$ cat src/rtl/dmem_arbiter.sv
// dmem_arbiter: lets two requesters share one single-port data memory.
// Each access is accepted, then issued from a register; read data returns two cycles after the grant.
module dmem_arbiter #(
   parameter int PRIO_MODE = 0,
   parameter int MAX_BURST = 4,
   parameter int ADDR_BITS = 16
) (
   input  logic        clock,
   input  logic        resetn,
   input  logic        req0,
   input  logic        we0,
   input  logic [31:0] addr0,
   input  logic [31:0] wdata0,
   input  logic        req1,
   input  logic        we1,
   input  logic [31:0] addr1,
   input  logic [31:0] wdata1,
   output logic        gnt0,
   output logic        gnt1,
   output logic        rvalid0,
   output logic        rvalid1,
   output logic [31:0] rdata0,
   output logic [31:0] rdata1,
   output logic        err0,
   output logic        err1,
   output logic        mem_write,
   output logic [31:0] mem_addr,
   output logic [31:0] mem_wdata,
   input  logic [31:0] mem_rdata
);

   localparam logic [3:0] MAXB = 4'(MAX_BURST);

   typedef struct packed {
      logic        valid;
      logic        id;
      logic        we;
      logic        bad;
      logic [31:0] addr;
      logic [31:0] wdata;
   } issue_t;

   issue_t      iss;
   logic        rr_ptr;
   logic [3:0]  burst;
   logic        sel1;
   logic        any_gnt;
   logic        in_we;
   logic        in_bad;
   logic [31:0] in_addr;
   logic [31:0] in_wdata;

   always_comb begin
      sel1 = 1'b0;
      unique case (1'b1)
         (req0 & req1): begin
            if (PRIO_MODE == 0) sel1 = rr_ptr;
            else                sel1 = (burst == MAXB);
         end
         (req1 & ~req0): sel1 = 1'b1;
         default:        sel1 = 1'b0;
      endcase
   end

   // reset also blocks acceptance so nothing is granted while held in reset
   assign any_gnt  = resetn & (req0 | req1);
   assign gnt0     = any_gnt & ~sel1;
   assign gnt1     = any_gnt & sel1;

   assign in_we    = sel1 ? we1    : we0;
   assign in_addr  = sel1 ? addr1  : addr0;
   assign in_wdata = sel1 ? wdata1 : wdata0;
   assign in_bad   = (in_addr[1:0] != 2'b00) ||
                     ((in_addr >> ADDR_BITS) != 32'd0);

   always_ff @(posedge clock or negedge resetn) begin
      if (!resetn) begin
         iss     <= '0;
         rr_ptr  <= 1'b0;
         burst   <= '0;
         rvalid0 <= 1'b0;
         rvalid1 <= 1'b0;
         err0    <= 1'b0;
         err1    <= 1'b0;
         rdata0  <= '0;
         rdata1  <= '0;
      end else begin
         iss.valid <= any_gnt;
         if (any_gnt) begin
            iss.id    <= sel1;
            iss.we    <= in_we;
            iss.bad   <= in_bad;
            iss.addr  <= in_addr;
            iss.wdata <= in_wdata;
            rr_ptr    <= ~sel1;
         end

         if (!req1 || gnt1)
            burst <= '0;
         else if (gnt0 && burst != MAXB)
            burst <= burst + 4'd1;

         rvalid0 <= 1'b0;
         rvalid1 <= 1'b0;
         err0    <= 1'b0;
         err1    <= 1'b0;
         // good writes complete silently; reads and rejects report back
         if (iss.valid && (!iss.we || iss.bad)) begin
            if (iss.id) begin
               rvalid1 <= 1'b1;
               err1    <= iss.bad;
               rdata1  <= iss.bad ? 32'd0 : mem_rdata;
            end else begin
               rvalid0 <= 1'b1;
               err0    <= iss.bad;
               rdata0  <= iss.bad ? 32'd0 : mem_rdata;
            end
         end
      end
   end

   assign mem_write = iss.valid & iss.we & ~iss.bad;
   assign mem_addr  = iss.addr;
   assign mem_wdata = iss.wdata;

endmodule
$ cat config.mk
export PLATFORM = sky130hd
export DESIGN_NAME = dmem_arbiter
export DESIGN_NICKNAME = d
export VERILOG_FILES = /design/src/rtl/dmem_arbiter.sv
export SDC_FILE = /design/constraint.sdc
export NUM_CORES = 1
export LEC_CHECK = 0
export CORE_ASPECT_RATIO = 1.2
export CORE_MARGIN = 2
export CORE_UTILIZATION = 40
export DETAILED_ROUTE_END_ITERATION = 6
export PLACE_DENSITY = 0.8
export SYNTH_ARGS = -nofsm -noshare
export SYNTH_HDL_FRONTEND = slang
export SYNTH_SLANG_ARGS = --single-unit
$ cat constraint.sdc
create_clock -name clock -period 1.6 [get_ports clock]
set_input_delay 0.32 -clock clock [delete_from_list [all_inputs] [get_ports clock]]
set_output_delay 0.32 -clock clock [all_outputs]
set_load 0.05 [all_outputs]
======== Yosys cells after proc, flatten, opt, wreduce, memory -nomap -nowiden ========
Index checks and enable logic that the tools add are counted.
word-level totals
  bits in registers ....................... 137
  word-level logic and storage cells ...... 46
cells by class
  muxes and demuxes ....................... 13
  bitwise gates (word level) .............. 12
  reduce and logical (&&, ||, !) cells .... 8
operators by type and width
  cell                count
  $mux 32             3
  $reduce_bool 32->1  1
  $mux 1              9
  $and 1x1->1         7
  $not 1->1           4
  $reduce_and 2->1    2
  $logic_or 1x1->1    2
  $pmux 1 s2          1
  $reduce_bool 2->1   1
  $logic_and 1x1->1   1
  $logic_not 1->1     1
  $or 1x1->1          1

======== Logic depth before layout (Yosys ltp) ========
  depth in word-level cells ............... 6
  depth in mapped cells ................... 7
  mapped depth without buffers ............ 5

======== Worst setup path before layout ========
Ideal clock, no wire load.
  path kind ............................... register -> register
  start ................................... register rr_ptr
  end ..................................... register iss, in the netlist mem_addr[10]
  setup time .............................. 69 ps
  arrival ................................. 1600 ps
  data required time ...................... 1531 ps
  slack ................................... -69 ps
  stages on the path, launching flop included .. 6
  cells stage by stage .................... dfrtp_1 o21ai_4 and2_4 clkbuf_1 a222oi_1 inv_1
on the way
  cells in the longest elaborated chain, start to end .. 2
RTL lines
  what                    line  source
  from (decl)             44    logic rr_ptr;
  from (signal assigned)  95    rr_ptr <= ~sel1;
  $pmux 1 s2              55    unique case (1'b1)
  $mux 32                 71    assign in_addr = sel1 ? addr1 : addr0;
  to (decl)               43    issue_t iss;
No other way between the ends.
A chain may end at the register's enable or synchronous reset.

======== Worst setup path after layout ========
  start ................................... register rr_ptr
  end ..................................... output port gnt1
on the way
  cells in the longest elaborated chain, start to end .. 2
RTL lines
  what         line  source
  $pmux 1 s2   55
  $and 1x1->1  68    assign gnt1 = any_gnt & sel1;
  to (decl)    19    output logic gnt1,
No other way between the ends.

==> qor.yml <==
synth:
  yosysSeqAreaShare: 0.576
  synth_top_area_share: 0.576
  synth.area.top_cells: "dfrtp_1 (58%), buf_4 (8.2%), a222oi_1 (7.6%), nand2_1 (7.4%), o21ai_0 (4.5%)"
  synthCells: 584
  synth_edf_count: 0
  ys_dominant_reg_cell: "dfrtp_1"
  yosysTopAreaCell: "dfrtp_1"
  synthDistinctLibCells: 32
  synth_area_um2: 5950
  synth_most_common_cell: "dfrtp_1"
  synth_common_cells: "dfrtp_1 (137), nand2_1 (117), buf_4 (65)"
  syn_nets: 750
  syn_avg_cell_area_um2: 10.2
  yosys_warnings: 0
  postSynth.asyncResetShare: 1.00
  ys_ff_latch: 137
timing:
  finalHoldViolCount: 0
  setup_ws_ns: -0.0678
  finalSetupViolations: 2
  fin_worst_skew_ns: 0.0135
  tightestPinTransition_ns: 0.561
  fin_crit_ns: 1.67
  period_share: 1.04
  holdWs_ns: 0.285
  rsz0062_at_grt: "true"
  max_slew_margin: 0.626
  fmax_mhz: 600
  drv_slew: 0
clock_tree:
  clock_sinks: 137
  cts-root-buf: "clkbuf_16"
  clk_path_buf_depth: 2
  clk_pin_slew_worst_paths_ns: 0.06
  cts_tree: "built"
  clk_latency_ns: 0.42
  cts_buffers: 17
  ctsHtreeMaxLevel: 4
die:
  io_pins: 301
  die_width_um: 115
  initial_core_util: 0.411
  die_h_um: 138
  num_rows: 48
  core_um2: 14500
  die-area_um2: 15900
global_routing:
  grt_start_max_net_pins: 101
  antenna_found_initial: 0
  track_usage: 0.217
  overflow: 0
  grt_pass1_wl_um: 26300
  grt_pass1_vias: 5062
drt:
  ant_nets: 0
  drc: 0
  post_drt_via_cell_ratio: 4.98
  drt-total-wl_um: 17500
  drtIter0Drc: 501
  wire_per_inst_um: 16.7
  via_count: 5217
  firstDrtPassIters: 7
finish:
  nFillCells: 1139
  area_delta_synth_final_pct: 59.1
  nNetsFinal: 1001
  antenna_cells: 0
  postLayoutCoreUtil: 0.654
  drive_gt1_frac: 0.254
  multi_input_area_um2: 1750
  regArea_um2: 3430
  final_cells: 1048
pwr:
  p_leak_uw: 0.00454
  p_per_area_nw_per_um2: 1160
  ir_drop_uv: 695
place:
  io_buffers: 300
  gp_congestion: 0.872
  hpwl_um: 12400
  post-place-cells: 1008
setup_path:
  worstPathArrival_ns: 1.35
  start_kind: "flop"
  cp-end-kind: "output port"
  critPathKind: "reg2out"
  crit_fanout: 3
  rr_startpoint: "rr_ptr"
  crit_start: "rr_ptr"
  cp.required_ns: 1.28
run_status:
  violations: "negative setup slack"
  status: "complete, but fails checks"
flow_run:
  maxCapViolations: 0
min_path:
  hp-class: "in2reg"
  min_from: "resetn"
-- metal layers --
metal  routed length [µm]  up-vias  track usage
met1                 6760     2480        0.253
met4                  383        0       0.0843
met3                 1390       26       0.0647
met2                 8980      256        0.374
met5                    0        -            0
li1                     -     2455            -
-- cells by family (layout without fill, tap and decap cells) --
logic type             count (synthesis)  after routing  synth area share
AND/OR/NAND/NOR                      142            142            0.0970
AO/OA/AOI/OAI                        136            136             0.158
multiplexers                          17             17            0.0286
buffers and inverters                152            416             0.140
flip-flops                           137            137             0.576
-- power breakdown --
group	switching, µW	internal, µW	total, µW
combinational	1600	1060	2660
sequential	186	3740	3920
clock	1550	2830	4370
total	3330	7630	11000
-- cells in the final DEF, fill, tap and decap left out, types with 2 or more instances in the layout --
master | synthesis | final
inv_6 | 0 | 3
mux2i_1 | 17 | 14
inv_2 | 2 | 2
clkinv_4 | 0 | 2
clkinvlp_4 | 0 | 2
nor4_2 | 0 | 2
dfrtp_1 | 137 | 137
nor4_1 | 7 | 5
clkdlybuf4s50_1 | 0 | 162
buf_4 | 65 | 145
a222oi_1 | 45 | 45
o21ai_4 | 1 | 2
a221o_1 | 2 | 2
buf_12 | 0 | 19
o21ai_0 | 54 | 54
o21ai_1 | 28 | 27
nand2_1 | 117 | 117
dlygate4sd2_1 | 0 | 2
buf_6 | 1 | 3
mux2i_2 | 0 | 2
clkbuf_16 | 0 | 17
nor2_1 | 9 | 8
bufinv_16 | 0 | 5
inv_1 | 47 | 47
-- final cells by class --
cell class	instances	share of cell area
sequential	137	0.362
multi-input combinational	295	0.185
inverter	50	0.0198
clock inverter	13	0.0226
tap	200	0.0264
timing repair buffer	334	0.337
clock buffer	19	0.0468
-- critical path, cell delays in order (launching register included) --
cell and delay, ns:
dfrtp_1 0.41, o21ai_4 0.19, nor2_4 0.07, buf_12 0.13, buf_12 0.14
-- flip-flops by register name, indices dropped and copies added (netlist names) --
signal / flops
mem_addr: 32
mem_wdata: 32
rdata0: 32
rdata1: 32
iss: 4
err0: 1
err1: 1
rr_ptr: 1
rvalid0: 1
rvalid1: 1
-- what timing repair did --
action / 4_1_cts / 5_1_grt
pin swaps: 18 / 9
hold endpoints to repair: 4 / 0
gates cloned: 1 / 0
setup endpoints to repair: 3 / 41
setup buffers: 5 / 1
hold buffers: 1 / 0
gates resized for setup: 2 / 16
-- final timing paths --
| check | end | slack, ns | depth (start not counted) |
|---|---|---|---|
| worst max-delay path | gnt1 | -0.07 | 4 |
| worst min-delay path | iss[67] | 0.28 | 4 |
| worst max register to register | mem_addr[29] | 0.04 | 7 |
| worst min register to register | rdata1[2] | 0.48 | 2 |
| max in group asynchronous | rdata0[14] | 0.44 | 4 |
| min in group asynchronous | mem_addr[0] | 0.38 | 3 |
-- stage by stage --
step	setup slack, ns	area (µm²)	total power [µW]	TNS (ns)
finish	-0.0678	9470	11000	-0.133
detailed placement	-0.420	8660	6600	-24.57
CTS	-0.104	9400	11000	-0.360
floorplan	0.0374	5950	5710	0
global placement	-0.386	8660	6570	-21.08
global route	-0.0970	9470	11300	-0.282
Note: power is estimated with default switching activity, not from simulation.
